===== config.mk =====
export PLATFORM = sky130hd
export DESIGN_NAME = dpd_phase_err_flat
export DESIGN_NICKNAME = d
export VERILOG_FILES = /design/src/rtl/dpd_phase_err_pkg.sv /design/src/rtl/dpd_phase_err_if.sv /design/src/rtl/dpd_phase_err_edge_sync.sv /design/src/rtl/dpd_phase_err.sv /design/src/flat_wrapper.sv
export SDC_FILE = /design/constraint.sdc
export NUM_CORES = 1
export LEC_CHECK = 0
export CORE_ASPECT_RATIO = 1.75
export CORE_UTILIZATION = 44
export CTS_BUF_LIST = sky130_fd_sc_hd__clkbuf_4 sky130_fd_sc_hd__clkbuf_8 sky130_fd_sc_hd__clkbuf_16
export DETAILED_ROUTE_END_ITERATION = 10
export PLACE_DENSITY = 0.63
export SLEW_MARGIN = 20
export SYNTH_ARGS = -nofsm -noshare
export SYNTH_HDL_FRONTEND = slang
export SYNTH_HIERARCHICAL = 1
export SYNTH_SLANG_ARGS = --single-unit

===== constraint.sdc =====
create_clock -name clk -period 3.5 [get_ports clk]
set_clock_uncertainty 0.15 [all_clocks]
set_input_delay 0.35 -clock clk [delete_from_list [all_inputs] [get_ports clk]]
set_output_delay 0.35 -clock clk [all_outputs]
set_load 0.01 [all_outputs]

===== src/rtl/dpd_phase_err_pkg.sv =====
// dpd_pkg: shared definitions for the multi-bit phase detector.
//   - dpd_state_e : measurement FSM states (IDLE, REF_FIRST, CTRL_FIRST)
//   - err_max()   : saturation magnitude of the error counter for a given CNT_W
//   - ERR_POS/NEG : sign of the emitted error (positive = ctrl edge late)
package dpd_pkg;

    typedef enum logic [1:0] {
        IDLE       = 2'd0,
        REF_FIRST  = 2'd1,
        CTRL_FIRST = 2'd2
    } dpd_state_e;

    // ref edge first -> ctrl is late -> positive error
    localparam logic ERR_POS = 1'b0;
    localparam logic ERR_NEG = 1'b1;

    // Largest magnitude representable in the CNT_W-bit signed error.
    function automatic int err_max(input int cnt_w);
        return (1 << (cnt_w - 1)) - 1;
    endfunction

endpackage


===== src/rtl/dpd_phase_err_if.sv =====
// dpd_phase_err_if: measurement results from the phase detector to the loop filter.
//   ref_rise     - pulse on synchronised ref rising edge
//   phase_err    - signed error, qualified by err_valid
//   lead / lag   - dead-zone-filtered direction pulses
//   ref_period   - last ref period, qualified by period_valid
//   locked       - lock indicator (tied low unless lock detect is built in)
// modport master: detector side (drives); modport slave: consumer side.
interface dpd_phase_err_if #(
    parameter int CNT_W = 10
);
    logic                    ref_rise;
    logic signed [CNT_W-1:0] phase_err;
    logic                    err_valid;
    logic                    lead;
    logic                    lag;
    logic [CNT_W-1:0]        ref_period;
    logic                    period_valid;
    logic                    locked;

    modport master (
        output ref_rise, phase_err, err_valid, lead, lag,
               ref_period, period_valid, locked
    );

    modport slave (
        input  ref_rise, phase_err, err_valid, lead, lag,
               ref_period, period_valid, locked
    );
endinterface


===== src/rtl/dpd_phase_err_edge_sync.sv =====
// dpd_edge_sync: SYNC_STAGES-flop synchroniser followed by one delay flop.
//   clk, rst - system clock, synchronous active-high reset
//   din      - asynchronous input
//   rise     - combinational pulse: synchronised input high, delayed copy low
// Both detector inputs use this block so their latency is identical.
module dpd_edge_sync #(
    parameter int SYNC_STAGES = 2
) (
    input  logic clk,
    input  logic rst,
    input  logic din,
    output logic rise
);
    logic [SYNC_STAGES-1:0] sync_q;
    logic                   dly_q;

    always_ff @(posedge clk) begin
        if (rst) begin
            sync_q <= '0;
            dly_q  <= 1'b0;
        end else begin
            sync_q <= {sync_q[SYNC_STAGES-2:0], din};
            dly_q  <= sync_q[SYNC_STAGES-1];
        end
    end

    assign rise = sync_q[SYNC_STAGES-1] & ~dly_q;
endmodule


===== src/rtl/dpd_phase_err.sv =====
// dpd_phase_err: multi-bit phase detector between ref_signal and ctrl_signal.
//   clk, rst      - system clock, synchronous active-high reset
//   ref_signal    - reference clock (async to clk)
//   ctrl_signal   - DCO feedback clock (async to clk)
//   bus (master)  - ref_rise, phase_err/err_valid, lead/lag, ref_period/
//                   period_valid, locked
// Optional lock detector built when DPD_LOCK_DETECT_EN is defined; otherwise
// locked is tied low.
module dpd_phase_err
    import dpd_pkg::*;
#(
    parameter int CNT_W       = 10,
    parameter int SYNC_STAGES = 2,
    parameter int DEAD_ZONE   = 0,
    parameter int LOCK_CNT    = 8,
    parameter int LOCK_TOL    = 1
) (
    input  logic           clk,
    input  logic           rst,
    input  logic           ref_signal,
    input  logic           ctrl_signal,
    dpd_phase_err_if.master bus
);
    localparam int                      MAG_W = CNT_W - 1;
    localparam logic [MAG_W-1:0]        MAX   = MAG_W'(err_max(CNT_W));
    localparam logic signed [CNT_W-1:0] DZ    = CNT_W'(DEAD_ZONE);

    logic r_rise, c_rise;

    dpd_edge_sync #(.SYNC_STAGES(SYNC_STAGES)) u_ref_sync (
        .clk  (clk),
        .rst  (rst),
        .din  (ref_signal),
        .rise (r_rise)
    );

    dpd_edge_sync #(.SYNC_STAGES(SYNC_STAGES)) u_ctrl_sync (
        .clk  (clk),
        .rst  (rst),
        .din  (ctrl_signal),
        .rise (c_rise)
    );

    // ---------------- measurement FSM ----------------
    dpd_state_e       state, state_nxt;
    logic [MAG_W-1:0] cnt, cnt_nxt, cnt_inc;
    logic             emit_vld, emit_neg;
    logic [MAG_W-1:0] emit_mag;

    // cnt holds (cycles since first edge - 1); the incremented value is the
    // detect-cycle distance, which is what gets emitted.
    assign cnt_inc = (cnt == MAX) ? cnt : cnt + 1'b1;

    always_ff @(posedge clk) begin
        if (rst) begin
            state <= IDLE;
            cnt   <= '0;
        end else begin
            state <= state_nxt;
            cnt   <= cnt_nxt;
        end
    end

    always_comb begin
        state_nxt = state;
        cnt_nxt   = cnt_inc;
        emit_vld  = 1'b0;
        emit_neg  = ERR_POS;
        emit_mag  = '0;
        case (state)
            IDLE: begin
                cnt_nxt = '0;
                if (r_rise && c_rise) begin
                    emit_vld = 1'b1;
                end else if (r_rise) begin
                    state_nxt = REF_FIRST;
                end else if (c_rise) begin
                    state_nxt = CTRL_FIRST;
                end
            end
            REF_FIRST: begin
                if (c_rise) begin
                    emit_vld = 1'b1;
                    emit_mag = cnt_inc;
                    if (r_rise) cnt_nxt   = '0;   // new ref edge opens next window
                    else        state_nxt = IDLE;
                end else if (r_rise) begin
                    // ctrl edge missed for a whole ref period
                    emit_vld = 1'b1;
                    emit_mag = MAX;
                    cnt_nxt  = '0;
                end
            end
            CTRL_FIRST: begin
                emit_neg = ERR_NEG;
                if (r_rise) begin
                    emit_vld = 1'b1;
                    emit_mag = cnt_inc;
                    if (c_rise) cnt_nxt   = '0;
                    else        state_nxt = IDLE;
                end else if (c_rise) begin
                    emit_vld = 1'b1;
                    emit_mag = MAX;
                    cnt_nxt  = '0;
                end
            end
            default: begin
                state_nxt = IDLE;
                cnt_nxt   = '0;
            end
        endcase
    end

    // ---------------- registered error output ----------------
    logic signed [CNT_W-1:0] emit_val, phase_err_q;
    logic                    err_valid_q;

    assign emit_val = (emit_neg == ERR_NEG) ? -$signed({1'b0, emit_mag})
                                            :  $signed({1'b0, emit_mag});

    always_ff @(posedge clk) begin
        if (rst) begin
            phase_err_q <= '0;
            err_valid_q <= 1'b0;
        end else begin
            err_valid_q <= emit_vld;
            if (emit_vld) phase_err_q <= emit_val;
        end
    end

    // ---------------- reference period ----------------
    logic [CNT_W-1:0] pcnt, pcnt_inc, ref_period_q;
    logic             armed, period_valid_q;

    assign pcnt_inc = (&pcnt) ? pcnt : pcnt + 1'b1;

    always_ff @(posedge clk) begin
        if (rst) begin
            pcnt           <= '0;
            armed          <= 1'b0;
            ref_period_q   <= '0;
            period_valid_q <= 1'b0;
        end else begin
            period_valid_q <= 1'b0;
            if (r_rise) begin
                pcnt  <= '0;
                armed <= 1'b1;
                // first edge after reset only starts the count
                if (armed) begin
                    ref_period_q   <= pcnt_inc;
                    period_valid_q <= 1'b1;
                end
            end else begin
                pcnt <= pcnt_inc;
            end
        end
    end

    // ---------------- lock detect ----------------
`ifdef DPD_LOCK_DETECT_EN
    localparam int RUN_W = $clog2(LOCK_CNT + 1);

    logic [RUN_W-1:0] run;
    logic [CNT_W-1:0] err_abs;
    logic             in_tol;

    assign err_abs = phase_err_q[CNT_W-1] ? CNT_W'(-phase_err_q) : CNT_W'(phase_err_q);
    assign in_tol  = (err_abs <= CNT_W'(LOCK_TOL));

    always_ff @(posedge clk) begin
        if (rst) begin
            run <= '0;
        end else if (err_valid_q) begin
            if (!in_tol)                       run <= '0;
            else if (run != RUN_W'(LOCK_CNT))  run <= run + 1'b1;
        end
    end

    assign bus.locked = (run == RUN_W'(LOCK_CNT));
`else
    // Lock parameters are still referenced so both builds share one interface.
    assign bus.locked = 1'b0 & (LOCK_CNT > 0) & (LOCK_TOL >= 0);
`endif

    // ---------------- outputs ----------------
    assign bus.ref_rise     = r_rise;
    assign bus.phase_err    = phase_err_q;
    assign bus.err_valid    = err_valid_q;
    assign bus.lag          = err_valid_q && (phase_err_q > DZ);
    assign bus.lead         = err_valid_q && (phase_err_q < -DZ);
    assign bus.ref_period   = ref_period_q;
    assign bus.period_valid = period_valid_q;
endmodule

===== src/flat_wrapper.sv =====
// flat-port wrapper written by rule: the top's interface ports become plain ports
module dpd_phase_err_flat import dpd_pkg::*;
#(
    parameter int CNT_W       = 10,
    parameter int SYNC_STAGES = 2,
    parameter int DEAD_ZONE   = 0,
    parameter int LOCK_CNT    = 8,
    parameter int LOCK_TOL    = 1
)
  (clk, rst, ref_signal, ctrl_signal, bus_ref_rise, bus_phase_err, bus_err_valid, bus_lead, bus_lag, bus_ref_period, bus_period_valid, bus_locked);
  dpd_phase_err_if #(.CNT_W(CNT_W)) bus_i ();
  input  logic clk;
  input  logic rst;
  input  logic ref_signal;
  input  logic ctrl_signal;
  output wire logic [$bits(bus_i.ref_rise)-1:0] bus_ref_rise;
  output wire logic [$bits(bus_i.phase_err)-1:0] bus_phase_err;
  output wire logic [$bits(bus_i.err_valid)-1:0] bus_err_valid;
  output wire logic [$bits(bus_i.lead)-1:0] bus_lead;
  output wire logic [$bits(bus_i.lag)-1:0] bus_lag;
  output wire logic [$bits(bus_i.ref_period)-1:0] bus_ref_period;
  output wire logic [$bits(bus_i.period_valid)-1:0] bus_period_valid;
  output wire logic [$bits(bus_i.locked)-1:0] bus_locked;
  assign bus_ref_rise = bus_i.ref_rise;
  assign bus_phase_err = bus_i.phase_err;
  assign bus_err_valid = bus_i.err_valid;
  assign bus_lead = bus_i.lead;
  assign bus_lag = bus_i.lag;
  assign bus_ref_period = bus_i.ref_period;
  assign bus_period_valid = bus_i.period_valid;
  assign bus_locked = bus_i.locked;
  dpd_phase_err #(.CNT_W(CNT_W), .SYNC_STAGES(SYNC_STAGES), .DEAD_ZONE(DEAD_ZONE), .LOCK_CNT(LOCK_CNT), .LOCK_TOL(LOCK_TOL)) u_core (.clk(clk), .rst(rst), .ref_signal(ref_signal), .ctrl_signal(ctrl_signal), .bus(bus_i));
endmodule

==> flow_metrics.py <==
metrics = {
    "status": {
        "outcome": "complete, no violations",
    },
    "synth": {
        "ys_ff_latch": 50,
        "yosys.area.top_type": "dfxtp_1",
        "synthMuxAreaShare_pct": 2.462,
        "synth.top_cell.area_share_pct": 40.20,
        "synth.distinct_cells": 60,
        "synth_area_leaders": "dfxtp_1, nor2_1, a21oi_1",
        "syn_nets": 298,
        "synth_top_family_by_area": "simple AND/OR/NAND/NOR gates",
        "syn_avg_cell_area_um2": 8.676,
        "synthCells": 287,
        "synth-edff-count": 0,
        "synthSimpleGateAreaFrac_pct": 25.68,
        "netlist_area_um2": 2490,
        "synthArstFlopShare_pct": 0,
        "seq_area_frac_synth_pct": 40.20,
        "synthXorXnorAreaFrac_pct": 4.221,
        "synth_compound_area_share_pct": 19.75,
        "synth-adder-area-share_pct": 3.518,
        "synth_warnings": 6,
        "synth_flop_cell": "dfxtp_1",
    },
    "critical_path": {
        "start_kind": "flip-flop",
        "cpMostUsedCell": "or4b_1",
        "cp-startpoint": "u_core/state[0]",
        "cp_num_buf_inv": 1,
        "cpMaxStageDelayCell": "or4b_1",
        "r2r-start": "u_core/state[0]",
        "worst-path-stages": 8,
        "rr_endpoint": "u_core/bus.phase_err[9]",
        "cp_max_fo": 16,
        "path_cells": "inv_1, ha_1, a22oi_1, nand2b_1, o21ai_0, or4b_1, or4b_1, a32o_1",
        "criticalPathCategory": "flip-flop to flip-flop",
        "regToRegSetupSlack_ns": 0.37,
        "worstRegToRegCells": 8,
        "endpoint": "u_core/bus.phase_err[9]",
        "worstSetupEndpointType": "flip-flop",
        "crit_family": "simple AND/OR/NAND/NOR gates",
        "required_ns": 3.55,
        "cpPeakStageDelay_ns": 0.61,
        "cp.arrival_ns": 3.18,
    },
    "sta": {
        "setup_ws_ns": 0.3664,
        "finalCritPeriodShare_pct": 89.53,
        "tns_ns": 0,
        "fmax_mhz": 319.1,
        "fin_crit_ns": 3.134,
        "tightest_slew_ns": 0.5123,
        "slew_headroom_pct": 65.69,
        "hold_viol_final": 0,
        "whs_ns": 0.2914,
        "rsz0062_at_grt": "no",
        "maxSlewViolCount": 0,
        "setup_violations": 0,
    },
    "floorplanning": {
        "die_h_um": 101.5,
        "die_x_um": 58.87,
        "initial_core_util_pct": 46.60,
        "dieArea_um2": 5975,
        "core_um2": 5343,
        "ios": 30,
        "rows": 35,
    },
    "clock_tree": {
        "cts_buffers": 5,
        "clk_latency_ns": 0.30,
        "clkSinkCount": 50,
        "cts_root_buffer": "clkbuf_8",
        "h-tree-depth": 2,
        "cts_tree": "done",
        "hold_buffers": 0,
        "clockBufferDepth": 2,
        "clk_pin_slew_worst_paths_ns": 0.09,
        "cts_setup_buffers": 0,
        "cts_resized": 0,
    },
    "finish": {
        "nNetsFinal": 323,
        "syn2layout_area_growth_pct": 17.03,
        "layout_common_cells": "dfxtp_1, nor2_1, clkdlybuf4s50_1",
        "drive_gt1_share_pct": 6.390,
        "num_antenna_cells": 0,
        "final_common_cell": "dfxtp_1",
    },
    "power_and_ir_drop": {
        "p_clk_share_pct": 32.6,
        "seq_power_share_pct": 55.1,
        "internal_power_mw": 0.7934,
        "switching_power_mw": 0.2810,
        "power.density_nw_per_um2": 368.7,
        "total_power_mw": 1.074,
        "swShare_pct": 26.15,
        "p_comb_share_pct": 12.3,
        "ir_worst_vdd_mv": 0.2431,
        "power.leakage_nw": 1.107,
    },
    "routing": {
        "finalWirelength_um": 5656,
        "vias": 2116,
        "via_per_inst": 5.468,
        "wl_per_cell_um": 14.61,
        "drc_errors": 0,
        "drtIter0Drc": 72,
        "postRouteAntennaNets": 0,
        "drtPass1Iterations": 4,
    },
    "hold_path": {
        "hold_class": "flip-flop to flip-flop",
        "min_from": "u_core/u_ctrl_sync/sync_q[0]",
    },
    "run": {
        "drv_cap": 0,
    },
    "grt": {
        "antenna_found_initial": 0,
        "grt-ovfl-total": 0,
        "grt_pass1_wl_um": 9066,
        "grt_usage_pct": 19.93,
        "grt_pass1_vias": 1995,
        "grt_start_max_net_pins": 17,
    },
    "place": {
        "dp_hpwl_um": 4364,
        "routabilityCongestion": 0.7902,
        "dp_slack_ns": 0.4001,
        "port-buffer-count": 28,
    },
}
-- through the flow --
step	instance area (um2)	std cells	utilization, %
5_1_grt	2914	387	54.54
6_report	2914	387	54.54
3_3_place_gp	2819	379	52.76
4_1_cts	2914	387	54.54
3_5_place_dp	2819	379	52.76
2_1_floorplan	2490	287	-
-- area by class of cell --
class / count / area [um2]
clock buffer: 6 / 82.58
clock inverter: 2 / 12.51
fill: 536 / 2429
inverter: 9 / 33.78
multi-input combinational: 215 / 1389
sequential: 50 / 1001
tap: 74 / 92.59
timing repair buffer: 31 / 302.8
-- worst register-to-register path: cells and delay by family, from the launching register on --
family	cells	cell delay, ns
compound gates	3	0.74
simple gates	3	1.32
flops	1	0.36
buf+inv	1	0.08
fa+ha+maj	1	0.38
-- layer usage --
metal | global-route usage [%] | part of all wire [%] | up-vias
met5 | 0 | 0 | -
li1 | - | - | 1087
met2 | 38.64 | 57 | 19
met3 | 3.065 | 1.9 | 11
met1 | 20.02 | 39 | 999
met4 | 8.791 | 2.5 | 0
-- kinds of logic after synthesis --
group	after synthesis
xor+xnor	12
simple gates	117
buf+inv	22
fa+ha+maj	7
compound gates	72
other cells	1
flops	50
mux	6
-- sequential cells by signal, summed over array words and instances (netlist names) --
name,flops
u_core/u_ctrl_sync/sync_q,2
u_core/bus.period_valid,1
u_core/bus.phase_err,10
u_core/state,2
u_core/u_ctrl_sync/dly_q,1
u_core/cnt,9
u_core/bus.ref_period,10
u_core/armed,1
u_core/pcnt,10
u_core/bus.err_valid,1
u_core/u_ref_sync/dly_q,1
u_core/u_ref_sync/sync_q,2
-- power by group through the flow --
stage / combinational, mW / clock (mW) / sequential, mW
floorplan: 0.0960 / 0 / 0.605
finish: 0.132 / 0.350 / 0.592
detailed placement: 0.132 / 0 / 0.606
global route: 0.149 / 0.383 / 0.594
global placement: 0.131 / 0 / 0.605
CTS: 0.133 / 0.358 / 0.593
-- synthesized netlist by cell type (2+ instances only) --
cell      instances
a22o_1            2
or3_1             2
inv_1             8
ha_1              7
nor2b_2           2
or4b_1            3
a21oi_1          19
nor2b_1          10
a211oi_1         10
nor4_1            4
and3_1            4
and4_1            3
o21bai_1          2
buf_4             2
nand2b_1          4
nand3_1           8
o22ai_1           4
mux2i_1           5
dfxtp_1          50
and2_1            6
o21ai_0           8
a31oi_1           4
clkbuf_1          5
o211ai_1          2
nor2_1           32
and3b_1           4
nor3_1            8
xnor2_1           2
nand4_1           5
buf_1             3
buf_2             2
o221ai_1          3
xor2_1           10
nand2_1          17
o21a_1            2
-- worst min path at each step --
stage,to,slack (ns),depth (start not counted)
after detailed placement,u_core/u_ctrl_sync/sync_q[1],0.27,1
after floorplan,u_core/u_ctrl_sync/sync_q[1],0.26,1
after global routing,u_core/u_ctrl_sync/sync_q[1],0.31,1
after global placement,u_core/u_ref_sync/sync_q[1],0.27,1
after CTS,u_core/u_ctrl_sync/sync_q[1],0.30,1
final,u_core/u_ctrl_sync/sync_q[1],0.29,1
Note: power is estimated with default switching activity, not from simulation.
==> RTL edit 1 (config.mk and constraints unchanged) <==
Add a define of `DPD_LOCK_DETECT_EN`.
--- a/src/rtl/dpd_phase_err.sv
+++ b/src/rtl/dpd_phase_err.sv
@@ -6,6 +6,8 @@
 //                   period_valid, locked
 // Optional lock detector built when DPD_LOCK_DETECT_EN is defined; otherwise
 // locked is tied low.
+`define DPD_LOCK_DETECT_EN
+
 module dpd_phase_err
     import dpd_pkg::*;
 #(
Function: same outputs for any inputs over 10 cycles, from zero or initial values and one cycle with rst high; that may be too few to reach the edited logic, so the function may still have changed.
==> RTL edit 1 against the unedited design <==
Sequential power up 7.9%. Sequential share of layout area down 1.1 points. Clock power up 20%. Wire length up 14%. Sequential cell count rose by 4. Synthesized area increased by 11%. Worst setup slack worse by 0.054 ns. Cell area is 12% higher. Global-route usage is 0.92 points higher. Total power up 12%. Synthesized cell count increased by 14%. Critical path type unchanged. Highest routed layer unchanged.
==> RTL edit 1: results (changes against the unedited design) <==
set qor(fillCellCount) 563 ;# +5.0%
set qor(netlist-cell-type-count) 59 ;# -1.7%
set qor(arrival_ns) 3.28 ;# +0.10 ns
set qor(result_of_the_run) {finished clean}
set qor(place.gp.congestion) 0.907 ;# +15%
set qor(largest_net_degree_at_the_start_of_global_routing) 20 ;# +3
set qor(antenna_cells_inserted) 0 ;# unchanged
set qor(layout.nets) 370 ;# +15%
set qor(sequentialPower_uw) 639 ;# +7.9%
set qor(maxPowerGroup) {registers}
set qor(clockRootBuffer) {clkbuf_8}
set qor(dpl-instance-area_mm2) 0.00314 ;# +11%
set qor(drt_iter0_markers) 89 ;# +24%
set qor(cp_slowest_cell) {or4_4}
set qor(totalWireLength_um) 6460 ;# +14%
set qor(global_route.usage.total) 0.208 ;# +0.00922
set qor(critical_path.max_stage_delay_ns) 0.55 ;# -0.06 ns
set qor(comb_power_uw) 147 ;# +11%
set qor(synth_common_cells) {dfxtp_1, nor2_1, nand2_1}
set qor(synth_sequential_area_ratio) 0.390 ;# -0.0125
set qor(tightestPinTransition_ns) 0.629 ;# +0.117 ns
set qor(power.switching_fraction) 0.247 ;# -0.0144
set qor(power.leakage_nw) 1.17 ;# +5.6%
set qor(via_count_of_the_first_global_routing_pass) 2277 ;# +14%
set qor(cts.reportedPaths.clkPinSlew_ns) 0.10
set qor(cts_post_setup_buffers_inserted) 0 ;# unchanged
set qor(post_route_cells_drive_above_1_share) 0.0812 ;# +0.0173
set qor(post_layout_nonfiller_instances) 435 ;# +12%
set qor(path_max_fanout) 9 ;# -7
set qor(cts_htree_levels) 2 ;# unchanged
set qor(io_buffers) 29 ;# +3.6%
set qor(grt_first_pass_wirelength_um) 10400 ;# +15%
set qor(ranking_of_synthesized_cells_by_area) {dfxtp_1, nor2_1, ha_1}
set qor(synth_fp_nets) 341 ;# +14%
set qor(avgSynthCellArea_um2) 8.49 ;# -2.2%
set qor(period_share) 0.911 ;# +0.0153
set qor(vdd_drop_max_mv) 0.208 ;# -15%
set qor(power_per_cell_area_mw_per_mm2) 371 ;# +0.57%
set qor(detail_route.vias_per_cell) 5.71 ;# +4.5%
set qor(multiInputGateArea_mm2) 0.00157 ;# +13%
set qor(dpl.hpwl_um) 4950 ;# +13%
set qor(dpl.cell_count) 427 ;# +13%
RTL edit 1: cell count changes after synthesis, moves of 5 or more:
cell     delta
a31oi_1     +9
inv_1       +5
nand2_1    +10
nor2_1      +5
nor3_1      -7
xnor2_1     +5
RTL edit 1: layout make-up:
type	instances	area share
timing repair buffer	36	0.105
inverter	14	0.0162
sequential	54	0.332
clock inverter	2	0.0115
tap	78	0.0300
multi-input combinational	245	0.481
clock buffer	6	0.0235
RTL edit 1: kinds of logic after synthesis:
family                     share of synthesized area
xor gates and xnor gates                      0.0410
and+or+nand+nor                                0.255
buffers and inverters                         0.0464
AOI/OAI and AO/OA                              0.205
adders and majority gates                     0.0451
DFF                                            0.390
muxes                                         0.0185
RTL edit 1: per-layer routing:
| metal | global-route usage | part of all wire |
|---|---|---|
| met1 | 0.223 | 0.40 |
| met2 | 0.366 | 0.54 |
| met3 | 0.0314 | 0.026 |
| met4 | 0.117 | 0.039 |
| met5 | 0 | 0 |
RTL edit 1: worst paths after layout:
path,start,to,slack [ns],cells after the start
hold / removal,u_core/u_ref_sync/sync_q[0],u_core/u_ref_sync/sync_q[1],0.30,1
setup / recovery,u_core/state[1],u_core/bus.phase_err[8],0.31,10
setup reg to reg,u_core/state[1],u_core/bus.phase_err[8],0.31,10
hold reg to reg,u_core/u_ref_sync/sync_q[0],u_core/u_ref_sync/sync_q[1],0.30,1
RTL edit 1: per-stage QoR:
step	worst slack (ns)	hold slack [ns]
floorplan	0.537	0.264
global placement	0.439	0.268
detailed placement	0.356	0.281
CTS	0.310	0.305
global route	0.205	0.329
finish	0.313	0.300
==> RTL edit 2 (same settings) <==
Made on the original files. Register the inputs `ref_signal` and `ctrl_signal` before use. The logic sees them one clock later. The other inputs are not delayed to match.
--- a/src/rtl/dpd_phase_err.sv
+++ b/src/rtl/dpd_phase_err.sv
@@ -25,19 +25,27 @@
     localparam logic [MAG_W-1:0]        MAX   = MAG_W'(err_max(CNT_W));
     localparam logic signed [CNT_W-1:0] DZ    = CNT_W'(DEAD_ZONE);
 
+    logic ref_signal_q;
+    logic ctrl_signal_q;
+
+    always_ff @(posedge clk) begin
+        ref_signal_q  <= ref_signal;
+        ctrl_signal_q <= ctrl_signal;
+    end
+
     logic r_rise, c_rise;
 
     dpd_edge_sync #(.SYNC_STAGES(SYNC_STAGES)) u_ref_sync (
         .clk  (clk),
         .rst  (rst),
-        .din  (ref_signal),
+        .din  (ref_signal_q),
         .rise (r_rise)
     );
 
     dpd_edge_sync #(.SYNC_STAGES(SYNC_STAGES)) u_ctrl_sync (
         .clk  (clk),
         .rst  (rst),
-        .din  (ctrl_signal),
+        .din  (ctrl_signal_q),
         .rise (c_rise)
     );
 
Check against the original RTL: not equivalent (Yosys sat finds a counterexample within 4 cycles, from zero or initial values and one cycle with rst high).
==> RTL edit 2 against the unedited design <==
Cell area up 2.4%. Synthesized area grew 1.6%. Worst setup slack improved by 0.054 ns. Fmax is 1.8% higher. Die area grew 1.6%. Sequential share of layout area increased by 0.55 points. Wire length rose by 4.2%. Combinational power up 5%. Critical path depth fell by 1. Total power is 11% higher. Sequential power grew 4.2%. Sequential cell count up 2. Critical endpoint unchanged. Largest power group unchanged. Highest routed layer unchanged.
==> RTL edit 2: results (changes against the unedited design) <==
set qor(layout.nets) 325 ;# +0.62%
set qor(power.leakage_nw) 1.14 ;# +2.8%
set qor(switching_power_uw) 301 ;# +7.1%
set qor(insertion_delay_ns) 0.30 ;# about the same
set qor(totalWireLength_um) 5900 ;# +4.2%
set qor(dpl.hpwl_um) 4430 ;# +1.6%
set qor(dpl-instance-area_mm2) 0.00286 ;# +1.5%
set qor(clockRootBuffer) {clkbuf_8}
set qor(synth_common_cells) {dfxtp_1, nor2_1, a21oi_1}
set qor(tightestPinTransition_ns) 0.740 ;# +0.228 ns
set qor(grt.met1_usage) 0.228 ;# +0.0281
set qor(place.gp.congestion) 0.891 ;# +13%
set qor(via_count_of_the_first_global_routing_pass) 2115 ;# +6.0%
set qor(result_of_the_run) {finished clean}
set qor(grtUsageMet2) 0.402 ;# +0.0155
set qor(synth.yosys.warnings) 6 ;# unchanged
set qor(global_route.usage.total) 0.214 ;# +0.0147
set qor(drt_iter0_markers) 97 ;# +35%
set qor(post_route_cells_drive_above_1_share) 0.0635 ;# -0.000406
set qor(synth_fp_nets) 300 ;# +0.67%
set qor(grt_util_met3) 0.0304 ;# -0.000272
set qor(grt_first_pass_wirelength_um) 9800 ;# +8.1%
set qor(cts.repair.resized) 0 ;# unchanged
set qor(vdd_drop_max_mv) 0.240 ;# -1.5%
set qor(ranking_of_synthesized_cells_by_area) {dfxtp_1, nor2_1, a21oi_1}
set qor(arrival_ns) 3.13 ;# -0.05 ns
set qor(synth_sequential_area_ratio) 0.411 ;# +0.00946
set qor(path_max_fanout) 8 ;# -8
set qor(largest_net_degree_at_the_start_of_global_routing) 27 ;# +10
==> RTL edit 2: cell types whose count changed in the layout (fill, tap and decap cells not counted), sizes merged <==
| cell | before | now |
|---|---|---|
| bufinv | 0 | 1 |
| dfxtp | 50 | 52 |
| clkinvlp | 1 | 0 |
==> RTL edit 2: critical path, cell delays in order (launching register included) <==
cell	delay (ns)
dfxtp_1	0.42
ha_1	0.35
nand2_1	0.08
a211oi_1	0.40
o31a_1	0.27
or4b_1	0.54
or4b_1	0.49
a32o_1	0.26
==> RTL edit 2: cells by family after synthesis <==
family	share of synthesized area
multiplexers	0.0242
XOR/XNOR	0.0415
other	0.00148
AND/OR/NAND/NOR	0.253
buffers and inverters	0.0396
adder cells (fa/ha/maj)	0.0346
AO/OA/AOI/OAI	0.194
flip-flops	0.411
==> RTL edit 2: area by class of cell <==
type | count | area (µm²)
clock inverters | 2 | 38.8
well taps | 76 | 95.1
clock buffers | 6 | 82.6
repair buffers | 31 | 303
multi-input cells | 215 | 1390
flip-flops and latches | 52 | 1040
fillers | 537 | 2560
inverters | 9 | 33.8
==> RTL edit 2: path summary, 6_finish.rpt <==
check,start,endpoint,slack (ns),depth (start not counted)
max reg2reg,u_core/cnt[1],u_core/bus.phase_err[9],0.42,7
min,u_core/u_ctrl_sync/sync_q[0],u_core/u_ctrl_sync/sync_q[1],0.30,1
min reg2reg,u_core/u_ctrl_sync/sync_q[0],u_core/u_ctrl_sync/sync_q[1],0.30,1
max,u_core/cnt[1],u_core/bus.phase_err[9],0.42,7
==> RTL edit 2: power by group through the flow <==
stage / Combinational, mW / Sequential, mW / Clock, mW
global placement: 0.138 / 0.630 / 0
CTS: 0.138 / 0.617 / 0.456
finish: 0.139 / 0.617 / 0.440
global route: 0.154 / 0.620 / 0.484
floorplan: 0.0960 / 0.630 / 0
detailed placement: 0.137 / 0.631 / 0
==> RTL edit 2: per-layer routing <==
metal,vias to the layer above,share of wire
met3,13,0.021
met5,-,0
met1,1037,0.39
met4,0,0.029
li1,1096,-
met2,35,0.56
==> RTL edit 2: stage by stage <==
stage               total power [mW]   util  setup slack, ns  std cells
finish                          1.20  0.538            0.420        391
global route                    1.26  0.538            0.310        391
global placement               0.768  0.516            0.512        383
floorplan                      0.726      -            0.683        289
CTS                             1.21  0.538            0.460        391
detailed placement             0.768  0.516            0.480        383
